$ cat src/rtl/rd_popcount_if.sv
// Valid/ready stream bundle for the pipelined population counter.
// The bench drives the master side and the counter sits on the slave side.
interface rd_popcount_if #(
   parameter int WIDTH = 8,
   parameter int ACC_W = 16
);
   logic             in_valid;
   logic             in_ready;
   logic [WIDTH-1:0] in_data;
   logic             in_last;
   logic             mode;
   logic [ACC_W-1:0] thresh;
   logic             out_valid;
   logic             out_ready;
   logic [ACC_W-1:0] out_count;
   logic             out_ge;
   logic             out_sat;

   modport master (
      output in_valid, in_data, in_last, mode, thresh, out_ready,
      input  in_ready, out_valid, out_count, out_ge, out_sat
   );

   modport slave (
      input  in_valid, in_data, in_last, mode, thresh, out_ready,
      output in_ready, out_valid, out_count, out_ge, out_sat
   );
endinterface

$ cat src/rtl/rd_popcount_pipe.sv
// Two-stage population counter with per-word or per-frame (saturating) results
// and a threshold compare, delivered over a valid/ready stream.
module rd_popcount_pipe #(
   parameter int WIDTH = 8,
   parameter int ACC_W = 16,
   parameter int CHUNK = 4
) (
   input  logic          clk,
   input  logic          rst_n,
   rd_popcount_if.slave  bus
);
   localparam int CNT_W  = $clog2(WIDTH + 1);
   localparam int NCHUNK = (WIDTH + CHUNK - 1) / CHUNK;
   localparam int PW     = $clog2(CHUNK + 1);
   localparam int PAD_W  = NCHUNK * CHUNK;
   localparam logic [ACC_W-1:0] ACC_MAX = '1;

   function automatic logic [PW-1:0] chunk_count(input logic [CHUNK-1:0] c);
      logic [PW-1:0] r;
      r = '0;
      for (int i = 0; i < CHUNK; i++) r = r + PW'(c[i]);
      return r;
   endfunction

   // MSB of the result flags that the sum was clamped.
   function automatic logic [ACC_W:0] sat_add(input logic [ACC_W-1:0] a,
                                              input logic [CNT_W-1:0] b);
      logic [ACC_W:0] s;
      s = {1'b0, a} + (ACC_W + 1)'(b);
      if (s[ACC_W]) return {1'b1, ACC_MAX};
      return s;
   endfunction

   logic                      en;
   logic                      accept;
   logic                      eff_mode;
   logic [PAD_W-1:0]          data_pad;
   logic [NCHUNK-1:0][PW-1:0] part_c;

   logic                      frame_active;
   logic                      mode_lat;

   logic                      vld_p1;
   logic [NCHUNK-1:0][PW-1:0] part_p1;
   logic                      last_p1;
   logic                      mode_p1;
   logic [ACC_W-1:0]          thresh_p1;

   logic [CNT_W-1:0]          cnt_c;
   logic [ACC_W:0]            acc_sum_c;
   logic                      sat_next_c;
   logic [ACC_W-1:0]          res_c;
   logic                      emit_c;

   logic [ACC_W-1:0]          acc;
   logic                      sat_flag;
   logic                      out_valid_p2;
   logic [ACC_W-1:0]          out_count_p2;
   logic                      out_ge_p2;
   logic                      out_sat_p2;

   assign en       = ~out_valid_p2 | bus.out_ready;
   assign accept   = bus.in_valid & en;
   assign eff_mode = frame_active ? mode_lat : bus.mode;
   assign data_pad = PAD_W'(bus.in_data);

   always_comb begin
      part_c = '0;
      for (int i = 0; i < NCHUNK; i++) part_c[i] = chunk_count(data_pad[i*CHUNK +: CHUNK]);
   end

   // Stage 1: partial counts and beat attributes.
   always_ff @(posedge clk or negedge rst_n) begin
      if (!rst_n) begin
         vld_p1       <= 1'b0;
         frame_active <= 1'b0;
         mode_lat     <= 1'b0;
      end else if (en) begin
         vld_p1 <= accept;
         if (accept) begin
            mode_lat     <= eff_mode;
            frame_active <= eff_mode & ~bus.in_last;
         end
      end
   end

   always_ff @(posedge clk) begin
      if (accept) begin
         part_p1   <= part_c;
         last_p1   <= bus.in_last;
         mode_p1   <= eff_mode;
         thresh_p1 <= bus.thresh;
      end
   end

   always_comb begin
      cnt_c = '0;
      for (int i = 0; i < NCHUNK; i++) cnt_c = cnt_c + CNT_W'(part_p1[i]);
      acc_sum_c  = sat_add(acc, cnt_c);
      sat_next_c = sat_flag | acc_sum_c[ACC_W];
      res_c      = mode_p1 ? acc_sum_c[ACC_W-1:0] : ACC_W'(cnt_c);
      emit_c     = ~mode_p1 | last_p1;
   end

   // Stage 2: final sum, accumulator update and registered result.
   always_ff @(posedge clk or negedge rst_n) begin
      if (!rst_n) begin
         acc          <= '0;
         sat_flag     <= 1'b0;
         out_valid_p2 <= 1'b0;
         out_count_p2 <= '0;
         out_ge_p2    <= 1'b0;
         out_sat_p2   <= 1'b0;
      end else if (en) begin
         out_valid_p2 <= vld_p1 & emit_c;
         if (vld_p1) begin
            if (emit_c) begin
               out_count_p2 <= res_c;
               out_ge_p2    <= (res_c >= thresh_p1);
               out_sat_p2   <= mode_p1 & sat_next_c;
            end
            if (mode_p1) begin
               if (last_p1) begin
                  acc      <= '0;
                  sat_flag <= 1'b0;
               end else begin
                  acc      <= acc_sum_c[ACC_W-1:0];
                  sat_flag <= sat_next_c;
               end
            end
         end
      end
   end

   assign bus.in_ready  = en;
   assign bus.out_valid = out_valid_p2;
   assign bus.out_count = out_count_p2;
   assign bus.out_ge    = out_ge_p2;
   assign bus.out_sat   = out_sat_p2;
endmodule

$ cat src/flat_wrapper.sv
// flat-port wrapper written by rule: the top's interface ports become plain ports
module rd_popcount_pipe_flat 
#(
   parameter int WIDTH = 8,
   parameter int ACC_W = 16,
   parameter int CHUNK = 4
)
  (clk, rst_n, bus_in_valid, bus_in_data, bus_in_last, bus_mode, bus_thresh, bus_out_ready, bus_in_ready, bus_out_valid, bus_out_count, bus_out_ge, bus_out_sat);
  rd_popcount_if #(.WIDTH(WIDTH), .ACC_W(ACC_W)) bus_i ();
  input  logic clk;
  input  logic rst_n;
  input wire logic [$bits(bus_i.in_valid)-1:0] bus_in_valid;
  input wire logic [$bits(bus_i.in_data)-1:0] bus_in_data;
  input wire logic [$bits(bus_i.in_last)-1:0] bus_in_last;
  input wire logic [$bits(bus_i.mode)-1:0] bus_mode;
  input wire logic [$bits(bus_i.thresh)-1:0] bus_thresh;
  input wire logic [$bits(bus_i.out_ready)-1:0] bus_out_ready;
  output wire logic [$bits(bus_i.in_ready)-1:0] bus_in_ready;
  output wire logic [$bits(bus_i.out_valid)-1:0] bus_out_valid;
  output wire logic [$bits(bus_i.out_count)-1:0] bus_out_count;
  output wire logic [$bits(bus_i.out_ge)-1:0] bus_out_ge;
  output wire logic [$bits(bus_i.out_sat)-1:0] bus_out_sat;
  assign bus_i.in_valid = bus_in_valid;
  assign bus_i.in_data = bus_in_data;
  assign bus_i.in_last = bus_in_last;
  assign bus_i.mode = bus_mode;
  assign bus_i.thresh = bus_thresh;
  assign bus_i.out_ready = bus_out_ready;
  assign bus_in_ready = bus_i.in_ready;
  assign bus_out_valid = bus_i.out_valid;
  assign bus_out_count = bus_i.out_count;
  assign bus_out_ge = bus_i.out_ge;
  assign bus_out_sat = bus_i.out_sat;
  rd_popcount_pipe #(.WIDTH(WIDTH), .ACC_W(ACC_W), .CHUNK(CHUNK)) u_core (.clk(clk), .rst_n(rst_n), .bus(bus_i));
endmodule
$ cat config.mk
export PLATFORM = sky130hd
export DESIGN_NAME = rd_popcount_pipe_flat
export DESIGN_NICKNAME = d
export VERILOG_FILES = /design/src/rtl/rd_popcount_if.sv /design/src/rtl/rd_popcount_pipe.sv /design/src/flat_wrapper.sv
export SDC_FILE = /design/constraint.sdc
export NUM_CORES = 1
export LEC_CHECK = 0
export BUFFER_PORTS_ARGS = -buffer_cell sky130_fd_sc_hd__buf_2
export CAP_MARGIN = 20
export CORE_MARGIN = 4
export CORE_UTILIZATION = 57
export DETAILED_ROUTE_END_ITERATION = 10
export MAX_ROUTING_LAYER = met4
export PLACE_DENSITY = 0.79
export SYNTH_ARGS = -nofsm -noshare
export SYNTH_HDL_FRONTEND = slang
export SYNTH_SLANG_ARGS = --single-unit
$ cat constraint.sdc
create_clock -name clk -period 5.2 [get_ports clk]
set_input_delay 1.04 -clock clk [delete_from_list [all_inputs] [get_ports clk]]
set_output_delay 1.04 -clock clk [all_outputs]
set_load 0.01 [all_outputs]
; Word level (Yosys, flattened, before mapping)
; Cells that the tools add are included.
[totals]
ff_bits = 63
in_bits = 30
output_inout_bits = 20
word_cells = 43
[op_classes]
n_addsub = 8
order_cmp = 1
muxes = 7
bitwise_logic = 10
reduce_logical = 3
[ops]
columns = operator, count
row1 = $mux 17, 2
row2 = $mux 16, 2
row3 = $add 16x4->17, 1
row4 = $ge 16x16->1, 1
row5 = $add 3x1->3, 4
row6 = $reduce_and 3->1, 2
row7 = $add 1x1->2, 2
row8 = $add 3x3->4, 1
row9 = $and 1x1->1, 4
row10 = $mux 1, 3
row11 = $not 1->1, 3
row12 = $or 1x1->1, 3
row13 = $reduce_and 2->1, 1

; Longest topological paths before layout
; Gate-level depths: netlist of the first run.
[depth]
word_depth = 6
ltp_mapped = 15
ltp_nobuf = 15

; Worst setup path before layout of the first run
; OpenSTA, ideal clock, no wires.
[synth_timing]
kind = register -> register
from = register u_core.part_p1[0] in the netlist's numbering
to = register u_core.out_ge_p2 (netlist: u_core.bus.out_ge)
setup_ps = 137
t_arrival_ps = 3574
required_ps = 5063
slack_ps = 1489
stages_incl_launch_ff = 15
period_less_slack_ps = 3711
path_cell_list = edfxtp_1 ha_1 fa_1 fa_1 a211oi_2 nor2_1 nand2_1 buf_2 a31oi_1 ha_1 a211oi_1 a21oi_1 a2111oi_0 a21oi_1 a2bb2oi_1
[synth_between]
elab_chain_len = 6
[synth_rtl]
columns = element, line_no
row1 = from (decl), rd_popcount_pipe.sv:44  ; logic [NCHUNK-1:0][PW-1:0] part_p1;
row2 = from (signal assigned), rd_popcount_pipe.sv:89  ; part_p1 <= part_c;
row3 = $add 3x3->4 *, rd_popcount_pipe.sv:98  ; for (int i = 0; i < NCHUNK; i++) cnt_c = cnt_c + CNT_W'(part_p1[i]);
row4 = $add 16x4->17 *, rd_popcount_pipe.sv:29  ; s = {1'b0, a} + (ACC_W + 1)'(b);
row5 = $mux 1, rd_popcount_pipe.sv:30  ; if (s[ACC_W]) return {1'b1, ACC_MAX};
row6 = $mux 17 *, rd_popcount_pipe.sv:31  ; return s;
row7 = $mux 16 *, rd_popcount_pipe.sv:101  ; res_c = mode_p1 ? acc_sum_c[ACC_W-1:0] : ACC_W'(cnt_c);
row8 = via u_core.res_c[7], rd_popcount_pipe.sv:52  ; logic [ACC_W-1:0] res_c;
row9 = $ge 16x16->1 *, rd_popcount_pipe.sv:119  ; out_ge_p2 <= (res_c >= thresh_p1);
row10 = to (signal assigned), rd_popcount_pipe.sv:119
row11 = to (decl), rd_popcount_pipe.sv:59  ; logic out_ge_p2;
; Mark *: on every way through the listed nets, which the timed path passes. The rest lies on a longest branch.
; A chain may end at the register's enable or synchronous reset.

; Worst setup path after layout of the first run
; Same ends and word-level chain as after synthesis.

==> results of run 1 <==
[registers in the layout, indices dropped and copies added (netlist names)]
signal / count
u_core.acc: 16
u_core.bus.out_count: 16
u_core.bus.out_ge: 1
u_core.bus.out_sat: 1
u_core.bus.out_valid: 1
u_core.frame_active: 1
u_core.last_p1: 1
u_core.mode_lat: 1
u_core.mode_p1: 1
u_core.part_p1: 6
u_core.sat_flag: 1
u_core.thresh_p1: 16
u_core.vld_p1: 1
[cell families after synthesis]
kind of cell / count (synthesis)
adder cells (fa/ha/maj): 31
AO/OA/AOI/OAI: 102
flip-flops: 63
multiplexers: 10
buffers and inverters: 35
AND/OR/NAND/NOR: 73
XOR/XNOR: 5
[placed cells by master, fill, tap and decap left out, drive strengths merged, types with 3 or more instances in the layout]
master	n
and3	4
or3	3
nand3	4
buf	51
clkbuf	14
o31ai	4
o2111ai	3
o21a	3
and2	3
ha	27
a21o	12
mux2	8
dfrtp	39
a31oi	17
a211oi	4
nand2	22
o21ai	17
edfxtp	24
a21oi	22
fa	4
a31o	4
xnor2	4
nor3	7
nor2	17
nand2b	3
o22a	3
inv	21
[power by group through the flow]
stage,registers [uW],clock network (uW),logic [uW]
detailed placement,645,0,411
global placement,643,0,392
CTS,637,418,414
floorplan,638,0,284
finish,637,410,410
global route,645,447,461
[worst max-delay path, delay by kind of cell, from the launching register on]
family / cells / cell delay [ns]
and+or+nand+nor: 2 / 0.59
adders and majority gates: 4 / 1.59
DFF: 1 / 0.36
AOI/OAI and AO/OA: 7 / 1.65
[area by class of cell]
cell class / count / area, um2 / area share [%]
tap: 75 / 93.8 / 2.35
timing repair buffer: 51 / 260 / 6.53
clock inverter: 2 / 12.5 / 0.314
clock buffer: 14 / 184 / 4.61
sequential: 63 / 1700 / 42.6
inverter: 21 / 78.8 / 1.98
multi-input combinational: 221 / 1660 / 41.7
[layer usage]
metal / vias up / part of all wire [%] / GRT usage, %
met5: - / 0 / -
met4: 0 / 2.3 / 7.65
met3: 19 / 7.6 / 5.99
met2: 99 / 47 / 34.8
met1: 1290 / 43 / 31.1
li1: 1279 / - / -
[worst max path at each step]
stage               slack (ns)                end
global placement          1.15  u_core.bus.out_ge
detailed placement        0.95  u_core.bus.out_ge
CTS                       0.93  u_core.bus.out_ge
floorplan                 1.49  u_core.bus.out_ge
global route              0.59  u_core.bus.out_ge
finish                    0.88  u_core.bus.out_ge
[per-stage QoR]
step / worst slack [ns] / instances / power (uW) / cell area [um2] / util [%]
after floorplan: 1.49 / 319 / 923 / 3500 / -
after global routing: 0.592 / 447 / 1550 / 3990 / 67.3
final: 0.879 / 447 / 1460 / 3990 / 67.3
after global placement: 1.15 / 431 / 1030 / 3790 / 64.0
after CTS: 0.927 / 447 / 1470 / 3990 / 67.3
after detailed placement: 0.952 / 431 / 1060 / 3790 / 64.0
==> results.md, run 1 <==
- Post-synthesis share of cell area spent on xor and xnor gates: approximately 1.3%
- Num CTS Buffers: 9
- Cell taking the most area after synthesis: dfrtp_1
- Signal arrival time at the worst endpoint: 4.50 ns
- Crit-path cells: ha_1 -> fa_1 -> fa_1 -> a211oi_2 -> nor2_1 -> nand2_1 -> a31oi_1 -> ha_1 -> a211oi_1 -> a21oi_1 -> a2111oi_0 -> a21oi_1 -> a2bb2oi_1
- Average footprint of a synthesized cell: 11.0 um2
- Post-cts sizing count: 0
- First-iteration detailed-routing DRC count: between 200 and 250
- End of the worst register-to-register path: u_core.bus.out_ge
- Die span in y: around 86 um
- Boundary pin count: 50
- Share of cell area taken by muxes after synthesis: 3.15%
- Cell with the most instances after synthesis: dfrtp_1
- Clock tree skew after final layout: between 0.009 and 0.01 ns
- Count of maximum capacitance violations: 0
- Static leakage: 0.00192 uW
- Slowest cell on the critical path: fa_1
- Setup Buffers After CTS: 0
- Count of hold buffers inserted by post-cts repair: 0
- Adder-cell share of the synthesized area: between 10% and 20%
- Hold path startpoint: u_core.bus.out_count[7]
- Cell variety after synth: 54
- Net switching power: between 400 and 500 uW
- Class of the tightest hold or removal check: flip-flop to flip-flop
- Synth Register Bits: between 60 and 70
- Minimum hold slack: around 0.47 ns
- Ranking of synthesized cells by instance count: 39 x dfrtp_1, 27 x ha_1, 24 x edfxtp_1
- Highest clock frequency the design can meet: around 230 MHz
- Kind of start point of the critical path: flip-flop
- Number of warnings printed during yosys synthesis: 0
- Clock power frac: between 20% and 30%
- Number of buffer cells added on primary ports: 49
- Placed wire-length estimate after detailed placement: roughly 5.5 mm
- Sequential power share: 43.7%
- Mapped Area: 0.00350 mm2
- Number of global-route vias before repair: roughly 2.6k
- Effective utilization at floorplan: 59.1%
- Layout net count: 428
- Total power density per cell area: roughly 370 mW/mm2
- Required time reported for the critical path endpoint: between 5 and 6 ns
- Largest net degree at the start of global routing: 40
- Root cell of the clock tree: clkbuf_8
- Avg WL per Cell: 17.0 um
- Async set or reset register ratio after synthesis: roughly three fifths
- Instance count of the mapped netlist: 319
- Switching Fraction: roughly 32%
- Number of cells on the worst reg-to-reg path: 13
- Post-synthesis compound-gate area fraction: between 10% and 20%
- Share of final-layout standard cells stronger than drive strength 1: between 20 and 25%
- Final Hold Violating Endpoints: 0
- Peak fanout along the critical path: 14
- Ys flop type: dfrtp_1
- Count of H-tree levels built during CTS: 3
- Clock-pin slew on the worst setup and hold paths: approximately 0.07 ns
- Number of synthesized flops with an enable pin: 24
- Largest family of logic cells by synthesized area: compound AO/OA/AOI/OAI gates
- Clock period minus final worst setup slack: ~4.3 ns
- Largest stage delay on the critical path: approximately 0.51 ns
- Endpoint with the worst hold slack: u_core.bus.out_count[7]
- Number of nets produced by synthesis: 380
- All-Layer GR Usage: 23.2%
- Classification of the worst setup path: flip-flop to flip-flop
- Number of buffers on the longest clock path: 2
- Routability congestion estimate from global placement: roughly 0.87
- Basic-gate share of the synthesized area counting and, or, nand and nor cells: a little under an eighth
- First-pass detailed-route iteration total: 4
- Seq/Total Area, Yosys: between 40% and 50%
- Std-Cell Rows: 28
- Total number of vias: ~2.7k
- Clock sink count: 63
- Drc violations: 0
- Worst setup path start: u_core.part_p1[0]
- Wire length of the first global-routing pass: 12.8 mm
- Worst-Margin Slew: about 0.95 ns
- Share of total power in combinational logic: 28.1%
- Core area: around 0.006 mm2
- CTS tree: done
- Top cell type's share of synthesized area: ~28%
- Filler Cells Inserted: 456
- Headroom to the max-slew limit: 36.8%
- Total detailed-routing wirelength: around 7.6 mm
- Hold-critical path depth: 1
- Remaining Overflow, GRT: 0
- Count of nets left with antenna violations after detail routing: 0
- Most area-consuming cells after synthesis: dfrtp_1 28%, edfxtp_1 21%, ha_1 9.7%
- Area growth from synthesis to layout: 14.0%
- Reg2reg start: u_core.part_p1[0]
- Register-to-Register Setup Slack: between 0.8 and 0.9 ns
- Setup tns final: 0 ns
- Die Width: 86.3 um
- Final Cycle Share: 83.1%
- Number of pins exceeding their max-slew limit in the final report: 0
- Internal power summed over all cells: 986 uW
- Maximum resistive drop on vdd: about 0.24 mV
- RSZ-0062 raised after global routing: false
- Antenna violations before repair: 0
- Status: finished clean
- Worst Setup End Kind: flip-flop
- Skew-Pair Late Insertion Delay: about 0.34 ns
- Die outline area: ~0.0075 mm2
- Final setup violation count: 0
- Vias per Instance: roughly 6.0
- Number of diodes added for antenna fixing: 0
No activity file was read; power rests on OpenSTA's default activity.
==> inputs of run 2 (changes only) <==
CORE_UTILIZATION = 52   (was 57)
PLACE_DENSITY = 0.76   (was 0.79)
clock period = 3.5 ns   (was 5.2 ns; I/O delays follow)
==> results.md, run 2 (synthesis gave the netlist of run 1 again) <==
- Final Hold Violating Endpoints: 0 (unchanged)
- Final worst-path setup slack: -0.0507 ns (-0.929 ns)
- Leading cell types in the layout, fill and taps excluded: 49 x buf_2, 44 x buf_4, 39 x dfrtp_1, 24 x edfxtp_1, 23 x ha_1
- Total placed cells including tap cells: 470 (+9.0%)
- Final setup violation count: 1 (+1)
- Final Cycle Share: 101% (+18 points)
- Peak fanout along the critical path: 4 (-10)
- Number of diodes added for antenna fixing: 0 (unchanged)
- Effective utilization at floorplan: 54.5% (-4.6 points)
- Classification of the worst setup path: flip-flop to flip-flop
- Worst Setup End Kind: flip-flop
- RSZ-0062 raised after global routing: true
- Clock sink count: 63 (unchanged)
- Share of final-layout standard cells stronger than drive strength 1: 36.6% (+14 points)
- Drc violations: 0 (unchanged)
- Final cell utilization of the core: 69.9% (+2.6 points)
- Crit-path cells: ha_2 -> fa_2 -> xor2_2 -> ha_4 -> a211oi_4 -> nor3_2 -> nand2_1 -> mux2i_1 -> nor2_1 -> ha_1 -> a21o_1 -> a2111oi_2 -> a21oi_1 -> a2bb2oi_1
- Root cell of the clock tree: clkbuf_8
- Number of buffer cells added on primary ports: 49 (unchanged)
- Antenna violations before repair: 0 (unchanged)
- Routability congestion estimate from global placement: 0.865 (-0.65%)
- Vias per Instance: 5.98 (-0.59%)
- Number of buffers on the longest clock path: 2 (unchanged)
- Skew-Pair Late Insertion Delay: 0.36 ns (+0.02 ns)
- Leading cell type in the layout, fill and taps excluded: buf_2
- Count of H-tree levels built during CTS: 3 (unchanged)
- Total detailed-routing wirelength: 8.76 mm (+15%)
- Final cell count without fillers: 492 (+10%)
- Highest clock frequency the design can meet: 282 MHz (+22%)
- Clock-pin slew on the worst setup and hold paths: 0.09 ns (+0.02 ns)
- Maximum resistive drop on vdd: 0.382 mV (+57%)
- First-pass detailed-route iteration total: 6 (+2)
- Boundary pin count: 50 (unchanged)
- Clock period minus final worst setup slack: 3.55 ns (-0.771 ns)
- Std-Cell Rows: 29 (+3.6%)
- Clock tree skew after final layout: 0.0112 ns (+0.00184 ns)
- Remaining Overflow, GRT: 0 (unchanged)
- Die span in y: 90.0 um (+4.3%)
- Static leakage: 0.00216 uW (+12%)
- Status: finished with violations
- Largest net degree at the start of global routing: 40 (unchanged)
- Total power density per cell area: 582 mW/mm2 (+59%)
- Kind of start point of the critical path: flip-flop
- Num CTS Buffers: 9 (unchanged)
- Signal arrival time at the worst endpoint: 3.75 ns (-0.75 ns)
- Die outline area: 0.00810 mm2 (+8.7%)
- Count of nets left with antenna violations after detail routing: 0 (unchanged)
- Headroom to the max-slew limit: 36.3% (-0.52 points)
- First-iteration detailed-routing DRC count: 248 (+21%)
- CTS tree: done
- Violated checks: setup timing
- Slowest cell on the critical path: edfxtp_1
- Layout net count: 471 (+10%)
- Total number of vias: 2940 (+9.4%)
- Count of maximum capacitance violations: 0 (unchanged)
- Number of pins exceeding their max-slew limit in the final report: 0 (unchanged)
- Class of the tightest hold or removal check: input pin to async pin
- Number of global-route vias before repair: 3043 (+15%)
- Wire length of the first global-routing pass: 14.6 mm (+14%)
- Required time reported for the critical path endpoint: 3.70 ns (-1.68 ns)
- All-Layer GR Usage: 23.3% (+0.041 points)
- Area growth from synthesis to layout: 28.3%
- Avg WL per Cell: 17.8 um (+4.7%)
- Largest stage delay on the critical path: 0.38 ns (-0.13 ns)
- Placed wire-length estimate after detailed placement: 5.96 mm (+7.8%)
- Worst-Margin Slew: 0.954 ns (+0.00671 ns)
- Core area: 0.00642 mm2 (+8.5%)
- Die Width: 90.0 um (+4.3%)
[run 2: metrics by stage]
stage / setup WS (ns) / setup TNS, ns / power [uW] / area [um2] / hold slack [ns]
after floorplan: 0.000836 / 0 / 1390 / 3520 / 0.404
after global placement: -0.159 / -0.159 / 1690 / 4090 / 0.454
after detailed placement: -0.289 / -0.289 / 1720 / 4090 / 0.461
after CTS: 0.00149 / 0 / 2590 / 4470 / 0.478
after global routing: -0.275 / -0.275 / 2750 / 4490 / 0.493
final: -0.0507 / -0.0507 / 2610 / 4490 / 0.459
[run 2: timing repair]
item	in CTS	in global routing
hold buffers	0	0
pin swaps	19	2
gates resized for setup	24	3
buffers inserted	6	0
endpoints found under the setup margin	1	1
[run 2: critical path: cells and delay by family, from the launching register on]
family / cells / cell delay (ns)
fa+ha+maj: 4 / 1.15
simple gates: 3 / 0.27
xor+xnor: 1 / 0.25
flops: 1 / 0.38
compound gates: 5 / 1.06
mux: 1 / 0.26
[run 2: report_power, final]
part / switching, uW / internal [uW] / total (uW) / leakage [uW]
logic: 475 / 452 / 927 / 0.00130
registers: 74.6 / 871 / 946 / 0.000753
clock network: 330 / 409 / 740 / 0.000111
[run 2: worst paths after layout]
| kind | depth (start not counted) | from | end | slack, ns |
|---|---|---|---|---|
| worst max-delay path | 14 | u_core.part_p1[3] | u_core.bus.out_ge | -0.05 |
| worst min-delay path | 1 | rst_n | u_core.acc[8] | 0.46 |
| worst max register to register | 14 | u_core.part_p1[3] | u_core.bus.out_ge | -0.05 |
| worst min register to register | 1 | u_core.bus.out_count[7] | u_core.bus.out_count[7] | 0.47 |
| max in group asynchronous | 1 | rst_n | u_core.frame_active | 2.45 |
| min in group clk | 1 | u_core.bus.out_count[7] | u_core.bus.out_count[7] | 0.47 |
[run 2: final cells by class]
type / instances / area (um2)
Timing Repair Buffer: 94 / 587
Clock inverter: 7 / 103
Tap cell: 77 / 96.3
Sequential cell: 63 / 1700
Inverter: 21 / 78.8
Multi-Input combinational cell: 221 / 1800
Clock buffer: 9 / 124
Fill cell: 458 / 1930
[run 2: per-layer routing]
layer	vias to the layer above	global-route usage (%)	wire length (um)	part of all wire, %
met2	110	38.1	4380	50
met1	1435	28.4	3640	42
met4	0	9.06	242	2.8
met5	-	-	0	0
met3	31	4.84	489	5.6
li1	1364	-	-	-
